## src/rtl/mgmt_tlul_xbar.sv

```systemverilog
// mgmt_tlul_xbar
// Single-host TL-UL crossbar for the management core data port. Requests are
// decoded by address and steered to the scratchpad, the UART, or an internal
// error responder. All in-flight requests share one target, so responses come
// back in order without any reordering storage.
module mgmt_tlul_xbar #(
    parameter logic [31:0] ScratchpadBase = 32'h0010_0000,
    parameter logic [31:0] ScratchpadMask = 32'h0000_FFFF,
    parameter logic [31:0] UartBase       = 32'h8000_0000,
    parameter logic [31:0] UartMask       = 32'h0000_0FFF,
    parameter int unsigned MaxOutstanding = 4,
    parameter int unsigned SourceWidth    = 8
) (
    input  logic                   clk_sys_i,
    input  logic                   rst_sys_ni,
    // host port
    input  logic                   host_a_valid,
    input  logic [2:0]             host_a_opcode,
    input  logic [1:0]             host_a_size,
    input  logic [SourceWidth-1:0] host_a_source,
    input  logic [31:0]            host_a_address,
    input  logic [3:0]             host_a_mask,
    input  logic [31:0]            host_a_data,
    output logic                   host_a_ready,
    output logic                   host_d_valid,
    output logic [2:0]             host_d_opcode,
    output logic [1:0]             host_d_size,
    output logic [SourceWidth-1:0] host_d_source,
    output logic [31:0]            host_d_data,
    output logic                   host_d_error,
    input  logic                   host_d_ready,
    // scratchpad data port
    output logic                   spad_a_valid,
    output logic [2:0]             spad_a_opcode,
    output logic [1:0]             spad_a_size,
    output logic [SourceWidth-1:0] spad_a_source,
    output logic [31:0]            spad_a_address,
    output logic [3:0]             spad_a_mask,
    output logic [31:0]            spad_a_data,
    input  logic                   spad_a_ready,
    input  logic                   spad_d_valid,
    input  logic [2:0]             spad_d_opcode,
    input  logic [1:0]             spad_d_size,
    input  logic [SourceWidth-1:0] spad_d_source,
    input  logic [31:0]            spad_d_data,
    input  logic                   spad_d_error,
    output logic                   spad_d_ready,
    // UART
    output logic                   uart_a_valid,
    output logic [2:0]             uart_a_opcode,
    output logic [1:0]             uart_a_size,
    output logic [SourceWidth-1:0] uart_a_source,
    output logic [31:0]            uart_a_address,
    output logic [3:0]             uart_a_mask,
    output logic [31:0]            uart_a_data,
    input  logic                   uart_a_ready,
    input  logic                   uart_d_valid,
    input  logic [2:0]             uart_d_opcode,
    input  logic [1:0]             uart_d_size,
    input  logic [SourceWidth-1:0] uart_d_source,
    input  logic [31:0]            uart_d_data,
    input  logic                   uart_d_error,
    output logic                   uart_d_ready
);

    typedef enum logic [1:0] {
        SelSpad = 2'd0,
        SelUart = 2'd1,
        SelErr  = 2'd2
    } sel_e;

    localparam logic [2:0] OpGet         = 3'd4;
    localparam logic [2:0] OpAccessAck   = 3'd0;
    localparam logic [2:0] OpAccessAckD  = 3'd1;
    localparam int unsigned CntWidth     = $clog2(MaxOutstanding + 1);
    localparam logic [CntWidth-1:0] CntMax = CntWidth'(MaxOutstanding);

    sel_e                   tgt;
    sel_e                   cur_sel;
    logic [CntWidth-1:0]    out_cnt;
    logic                   stall;
    logic                   accept;
    logic                   d_hs;
    logic                   err_pend;
    logic                   err_d_ready;
    logic [2:0]             err_opcode;
    logic [1:0]             err_size;
    logic [SourceWidth-1:0] err_source;

    // Non-valid A fields go to both devices unchanged; only a_valid is steered.
    assign spad_a_opcode  = host_a_opcode;
    assign spad_a_size    = host_a_size;
    assign spad_a_source  = host_a_source;
    assign spad_a_address = host_a_address;
    assign spad_a_mask    = host_a_mask;
    assign spad_a_data    = host_a_data;
    assign uart_a_opcode  = host_a_opcode;
    assign uart_a_size    = host_a_size;
    assign uart_a_source  = host_a_source;
    assign uart_a_address = host_a_address;
    assign uart_a_mask    = host_a_mask;
    assign uart_a_data    = host_a_data;

    // Address decode; the scratchpad window takes priority if windows overlap.
    always_comb begin
        tgt = SelErr;
        if ((host_a_address & ~ScratchpadMask) == ScratchpadBase) begin
            tgt = SelSpad;
        end else if ((host_a_address & ~UartMask) == UartBase) begin
            tgt = SelUart;
        end
    end

    // A-channel steering: hold off while full or while the target would change under in-flight requests.
    always_comb begin
        spad_a_valid = 1'b0;
        uart_a_valid = 1'b0;
        host_a_ready = 1'b0;
        stall = (out_cnt == CntMax) || ((out_cnt != '0) && (tgt != cur_sel));
        if (rst_sys_ni && !stall) begin
            case (tgt)
                SelSpad: begin
                    spad_a_valid = host_a_valid;
                    host_a_ready = spad_a_ready;
                end
                SelUart: begin
                    uart_a_valid = host_a_valid;
                    host_a_ready = uart_a_ready;
                end
                default: host_a_ready = !err_pend;
            endcase
        end
    end

    assign accept = host_a_valid && host_a_ready;

    // D-channel return path: only the device owning the in-flight requests is heard or handed d_ready.
    always_comb begin
        host_d_valid  = 1'b0;
        host_d_opcode = OpAccessAck;
        host_d_size   = 2'd0;
        host_d_source = '0;
        host_d_data   = 32'h0;
        host_d_error  = 1'b0;
        spad_d_ready  = 1'b0;
        uart_d_ready  = 1'b0;
        err_d_ready   = 1'b0;
        if (rst_sys_ni && (out_cnt != '0)) begin
            case (cur_sel)
                SelSpad: begin
                    host_d_valid  = spad_d_valid;
                    host_d_opcode = spad_d_opcode;
                    host_d_size   = spad_d_size;
                    host_d_source = spad_d_source;
                    host_d_data   = spad_d_data;
                    host_d_error  = spad_d_error;
                    spad_d_ready  = host_d_ready;
                end
                SelUart: begin
                    host_d_valid  = uart_d_valid;
                    host_d_opcode = uart_d_opcode;
                    host_d_size   = uart_d_size;
                    host_d_source = uart_d_source;
                    host_d_data   = uart_d_data;
                    host_d_error  = uart_d_error;
                    uart_d_ready  = host_d_ready;
                end
                default: begin
                    host_d_valid  = err_pend;
                    host_d_opcode = (err_opcode == OpGet) ? OpAccessAckD : OpAccessAck;
                    host_d_size   = err_size;
                    host_d_source = err_source;
                    host_d_data   = 32'hFFFF_FFFF;
                    host_d_error  = 1'b1;
                    err_d_ready   = host_d_ready;
                end
            endcase
        end
    end

    assign d_hs = host_d_valid && host_d_ready;

    // Outstanding counter and the target that all in-flight requests belong to.
    always_ff @(posedge clk_sys_i or negedge rst_sys_ni) begin
        if (!rst_sys_ni) begin
            out_cnt <= '0;
            cur_sel <= SelSpad;
        end else begin
            if (accept) begin
                cur_sel <= tgt;
            end
            if (accept && !d_hs) begin
                out_cnt <= out_cnt + CntWidth'(1);
            end else if (!accept && d_hs) begin
                out_cnt <= out_cnt - CntWidth'(1);
            end
        end
    end

    // One-entry error responder: capture the unmapped request, answer it, free on handshake.
    always_ff @(posedge clk_sys_i or negedge rst_sys_ni) begin
        if (!rst_sys_ni) begin
            err_pend   <= 1'b0;
            err_opcode <= 3'd0;
            err_size   <= 2'd0;
            err_source <= '0;
        end else if (accept && (tgt == SelErr)) begin
            err_pend   <= 1'b1;
            err_opcode <= host_a_opcode;
            err_size   <= host_a_size;
            err_source <= host_a_source;
        end else if (err_pend && err_d_ready) begin
            err_pend   <= 1'b0;
        end
    end

endmodule

```

## config.mk

```make
export PLATFORM = sky130hd
export DESIGN_NAME = mgmt_tlul_xbar
export DESIGN_NICKNAME = d
export VERILOG_FILES = /design/src/rtl/mgmt_tlul_xbar.sv
export SDC_FILE = /design/constraint.sdc
export NUM_CORES = 1
export LEC_CHECK = 0
export BUFFER_PORTS_ARGS = -buffer_cell sky130_fd_sc_hd__buf_4
export CAP_MARGIN = 20
export CORE_AREA = 3 3 151 153
export DETAILED_ROUTE_END_ITERATION = 8
export DIE_AREA = 0 0 154 156
export PLACE_DENSITY = 0.46
export REMOVE_ABC_BUFFERS = 1
export SYNTH_ARGS = -nofsm -noshare
export SYNTH_HDL_FRONTEND = slang
export SYNTH_SLANG_ARGS = --single-unit
export TNS_END_PERCENT = 30
```

## constraint.sdc

```tcl
create_clock -name clk_sys_i -period 2.59 [get_ports clk_sys_i]
set_input_delay 0.3885 -clock clk_sys_i [delete_from_list [all_inputs] [get_ports clk_sys_i]]
set_output_delay 0.3885 -clock clk_sys_i [all_outputs]
set_load 0.02 [all_outputs]
```

==> impl_table.tex <==
\begin{tabular}{lr}
\hline
Metric & Value \\
\hline
\multicolumn{2}{l}{\textbf{Global route}} \\
Leftover overflow at the end of global routing & 0 \\
Via count of the first global-routing pass & 2913 \\
Antenna violations before repair & 7 \\
Total GRT Usage & 16.3\% \\
Largest net degree at the start of global routing & 49 \\
Global-route wire length before repair & 26.6 mm \\
\multicolumn{2}{l}{\textbf{Die}} \\
Die H & 156 um \\
I/O Pins & 395 \\
Cell row count & 54 \\
Die Footprint & 24000 sq um \\
Starting density of the core & 14.2\% \\
Horizontal die dimension & 154 um \\
Std-Cell Core Area & 21700 sq um \\
\multicolumn{2}{l}{\textbf{Setup path}} \\
Classification of the worst setup path & in2out \\
Reg-to-reg critical path startpoint & cur\_sel[1] \\
Critical Path RT & 2.20 ns \\
Critical path arrival & 2.23 ns \\
Crit path capture type & primary output \\
Maximum fanout along the worst path & 4 \\
Startpoint type of the worst setup path & input pin \\
Timing startpoint of the critical path & host\_a\_address[26] \\
\multicolumn{2}{l}{\textbf{Synth}} \\
Fraction of synthesized cell area in xor and xnor cells & 0.851\% \\
Warnings, synthesis & 0 \\
Fraction of the mapped netlist area in simple logic gates & 8.51\% \\
Multiplexer share of the synthesized area & 22.0\% \\
Largest family of logic cells by synthesized area & buffers and inverters \\
Area fraction in compound gates after synthesis & 9.40\% \\
Average cell area after synthesis & 8.17 sq um \\
Number of flip-flops and latches in the synthesized netlist & 19 \\
Post-synthesis share of cell area spent on full adders, half adders and majority gates & 1.05\% \\
Number of distinct library cell variants in the gate-level netlist after synthesis & 37 \\
Post-synth design cell area & 3090 sq um \\
Share of the yosys chip area belonging to registers & 15.4\% \\
Gate Count Post-Synth & 378 \\
\multicolumn{2}{l}{\textbf{Power}} \\
Peak supply drop & 0.250 mV \\
Leakage & 2.09 nW \\
PwrDens & 667 nW/um\^{}2 \\
\multicolumn{2}{l}{\textbf{Placed design}} \\
Final estimated routing congestion in global placement & 0.939 \\
Buffers on Ports & 250 \\
Total instance count after detailed placement & 759 \\
HPWL Detailed & 19.0 mm \\
\multicolumn{2}{l}{\textbf{Routing}} \\
Detailed-route DRC error count & 0 \\
Vias per Instance & 3.89 \\
Pre-Repair DR Iteration Count & 4 \\
Remaining number of nets flagged by the antenna check after routing & 0 \\
Via total after detailed routing & 2977 \\
Number of DRC violations after detailed-routing iteration 0 & 109 \\
Detail-routed net length per standard cell & 27.9 um \\
Total Wirelength & 21.3 mm \\
\multicolumn{2}{l}{\textbf{Timing}} \\
Relative slew slack & 74.1\% \\
Final Setup Violations & 3 \\
Number of max-slew violations in the final report & 0 \\
Final worst path period need & 2.62 ns \\
Final period utilization & 101\% \\
Hold\_ws & 0.381 ns \\
Worst Clk Skew & 0.00148 ns \\
Transition time at the pin with the least slew margin & 0.388 ns \\
F\_max & 0.382 GHz \\
Final hold violation count & 0 \\
Worst setup margin & -0.0261 ns \\
Setup repair after global routing missed its margin & true \\
\multicolumn{2}{l}{\textbf{CTS}} \\
Source-to-sink clock delay at the later pin of the worst-skew pair & 0.25 ns \\
Level count of the clock H-tree & 1 \\
Clock-pin slew of the registers on the worst-case setup and hold paths & 0.06 ns \\
Clock sink count & 19 \\
TritonCTS Buffers & 3 \\
CTS tree & done \\
Root Driver & sky130\_fd\_sc\_hd\_\_clkbuf\_16 \\
Clock Tree Buf Depth & 2 \\
\multicolumn{2}{l}{\textbf{Job}} \\
Max-cap viol count & 0 \\
\multicolumn{2}{l}{\textbf{Status}} \\
Violated checks & setup timing \\
Outcome & finished, violations left \\
\multicolumn{2}{l}{\textbf{Layout}} \\
Filler cell count in the final layout & 2443 \\
Number of nets in the final layout & 669 \\
Most common cell after layout, fill and taps aside & sky130\_fd\_sc\_hd\_\_buf\_4 \\
Ant. Diodes & 0 \\
Layout overhead on the synthesized area & 44.8\% \\
Most frequent cells in the layout & 276 x sky130\_fd\_sc\_hd\_\_buf\_4, 46 x sky130\_fd\_sc\_hd\_\_mux2i\_1, 46 x sky130\_fd\_sc\_hd\_\_a21oi\_1, 30 x sky130\_fd\_sc\_hd\_\_nor2\_1, 18 x sky130\_fd\_sc\_hd\_\_dfrtp\_1 \\
Finished Layout Cells & 765 \\
Share of final-layout standard cells stronger than drive strength 1 & 66.4\% \\
\multicolumn{2}{l}{\textbf{Worst hold path}} \\
Path type of the worst min-delay path & in2reg \\
Startpoint of the most critical hold path & host\_a\_opcode[1] \\
\hline
\end{tabular}
## cell type report
cell class	instances	area (sq um)	area share (%)
Timing Repair Buffer	284	2180	48.8
Multi-Input combinational cell	176	1370	30.7
Sequential cell	19	479	10.7
Tap cell	280	350	7.84
Clock buffer	3	75.1	1.68
Inverter	2	7.51	0.168
Clock inverter	1	5.00	0.112
## layer usage
metal / global-route usage (%) / part of all wire (%) / wire (um)
met3: 18.2 / 23 / 4980
met1: 15.9 / 33 / 7040
met2: 23.6 / 42 / 8920
met5: 7.14 / 1.4 / 294
met4: 1.60 / 0.38 / 80
## synthesized netlist by cell type (all sizes together)
cell type | n | area, sq um
a21o | 1 | 8.76
mux2i | 47 | 470
dfrtp | 19 | 475
nand3 | 1 | 5.00
xnor2 | 1 | 8.76
buf | 170 | 1270
o31ai | 1 | 7.51
nor3 | 6 | 30.0
nand4 | 1 | 12.5
o21ai | 2 | 10.0
o22a | 1 | 10.0
xor2 | 2 | 17.5
clkbuf | 11 | 41.3
a21oi | 46 | 230
nand2 | 6 | 22.5
or4 | 1 | 7.51
ha | 1 | 12.5
nand2b | 1 | 6.26
nor4b | 1 | 8.76
inv | 2 | 7.50
and3 | 1 | 6.26
o2bb2ai | 1 | 8.76
or2 | 1 | 6.26
a221oi | 1 | 15.0
nor2 | 31 | 119
nor4 | 4 | 31.3
fa | 1 | 20.0
nand3b | 1 | 7.51
mux2 | 16 | 210
## flip-flops by register name (all words and copies together) (netlist names)
| register | count |
|---|---|
| err_source | 8 |
| err_opcode | 3 |
| out_cnt | 3 |
| cur_sel | 2 |
| err_size | 2 |
| err_pend | 1 |
## power by group
part	switching, W	internal, W
sequential	0.000146	0.000443
clock	0.000130	0.000208
combinational	0.00109	0.000959
total	0.00137	0.00161
## kinds of logic after synthesis
group                    Yosys count
AO/OA/AOI/OAI                     53
XOR/XNOR                           3
adder cells (fa/ha/maj)            2
AND/OR/NAND/NOR                   55
multiplexers                      63
flip-flops                        19
buffers and inverters            183
## timing repair
item,4_1_cts,5_1_grt
endpoints found under the hold margin,4,0
buffers inserted,0,1
pin swaps,1,7
hold buffers,1,0
endpoints found under the setup margin,4,5
gates resized for setup,4,15
## worst max-delay path: stages
cell	delay (ns)
sky130_fd_sc_hd__buf_4	0.11
sky130_fd_sc_hd__nor4_1	0.27
sky130_fd_sc_hd__buf_4	0.16
sky130_fd_sc_hd__nand4_2	0.15
sky130_fd_sc_hd__a21o_2	0.27
sky130_fd_sc_hd__buf_6	0.12
sky130_fd_sc_hd__a221oi_4	0.26
sky130_fd_sc_hd__buf_4	0.16
sky130_fd_sc_hd__or2_4	0.13
sky130_fd_sc_hd__nor3_2	0.04
sky130_fd_sc_hd__buf_4	0.16
## worst paths after layout
path                       cells after the start            end  slack [ns]
max                                           11   uart_a_valid       -0.03
max reg2reg                                   10     out_cnt[2]        0.33
min in group asynchronous                      2     out_cnt[2]        0.48
max in group asynchronous                      3     cur_sel[0]        1.66
min reg2reg                                    1  err_opcode[2]        0.51
min                                            2  err_opcode[1]        0.38
## stage by stage
step | area [sq um] | setup slack [ns] | power, W | setup TNS (ns) | utilization, %
floorplan | 1780 | -2.45 | 0.00152 | -93.44 | -
global placement | 4290 | -0.283 | 0.00263 | -2.30 | 19.8
detailed placement | 4290 | -0.317 | 0.00263 | -2.70 | 19.8
CTS | 4400 | 0.00859 | 0.00299 | 0 | 20.3
global route | 4470 | -0.114 | 0.00318 | -0.414 | 20.6
finish | 4470 | -0.0261 | 0.00298 | -0.0444 | 20.6
(Power assumes the default switching activity.)
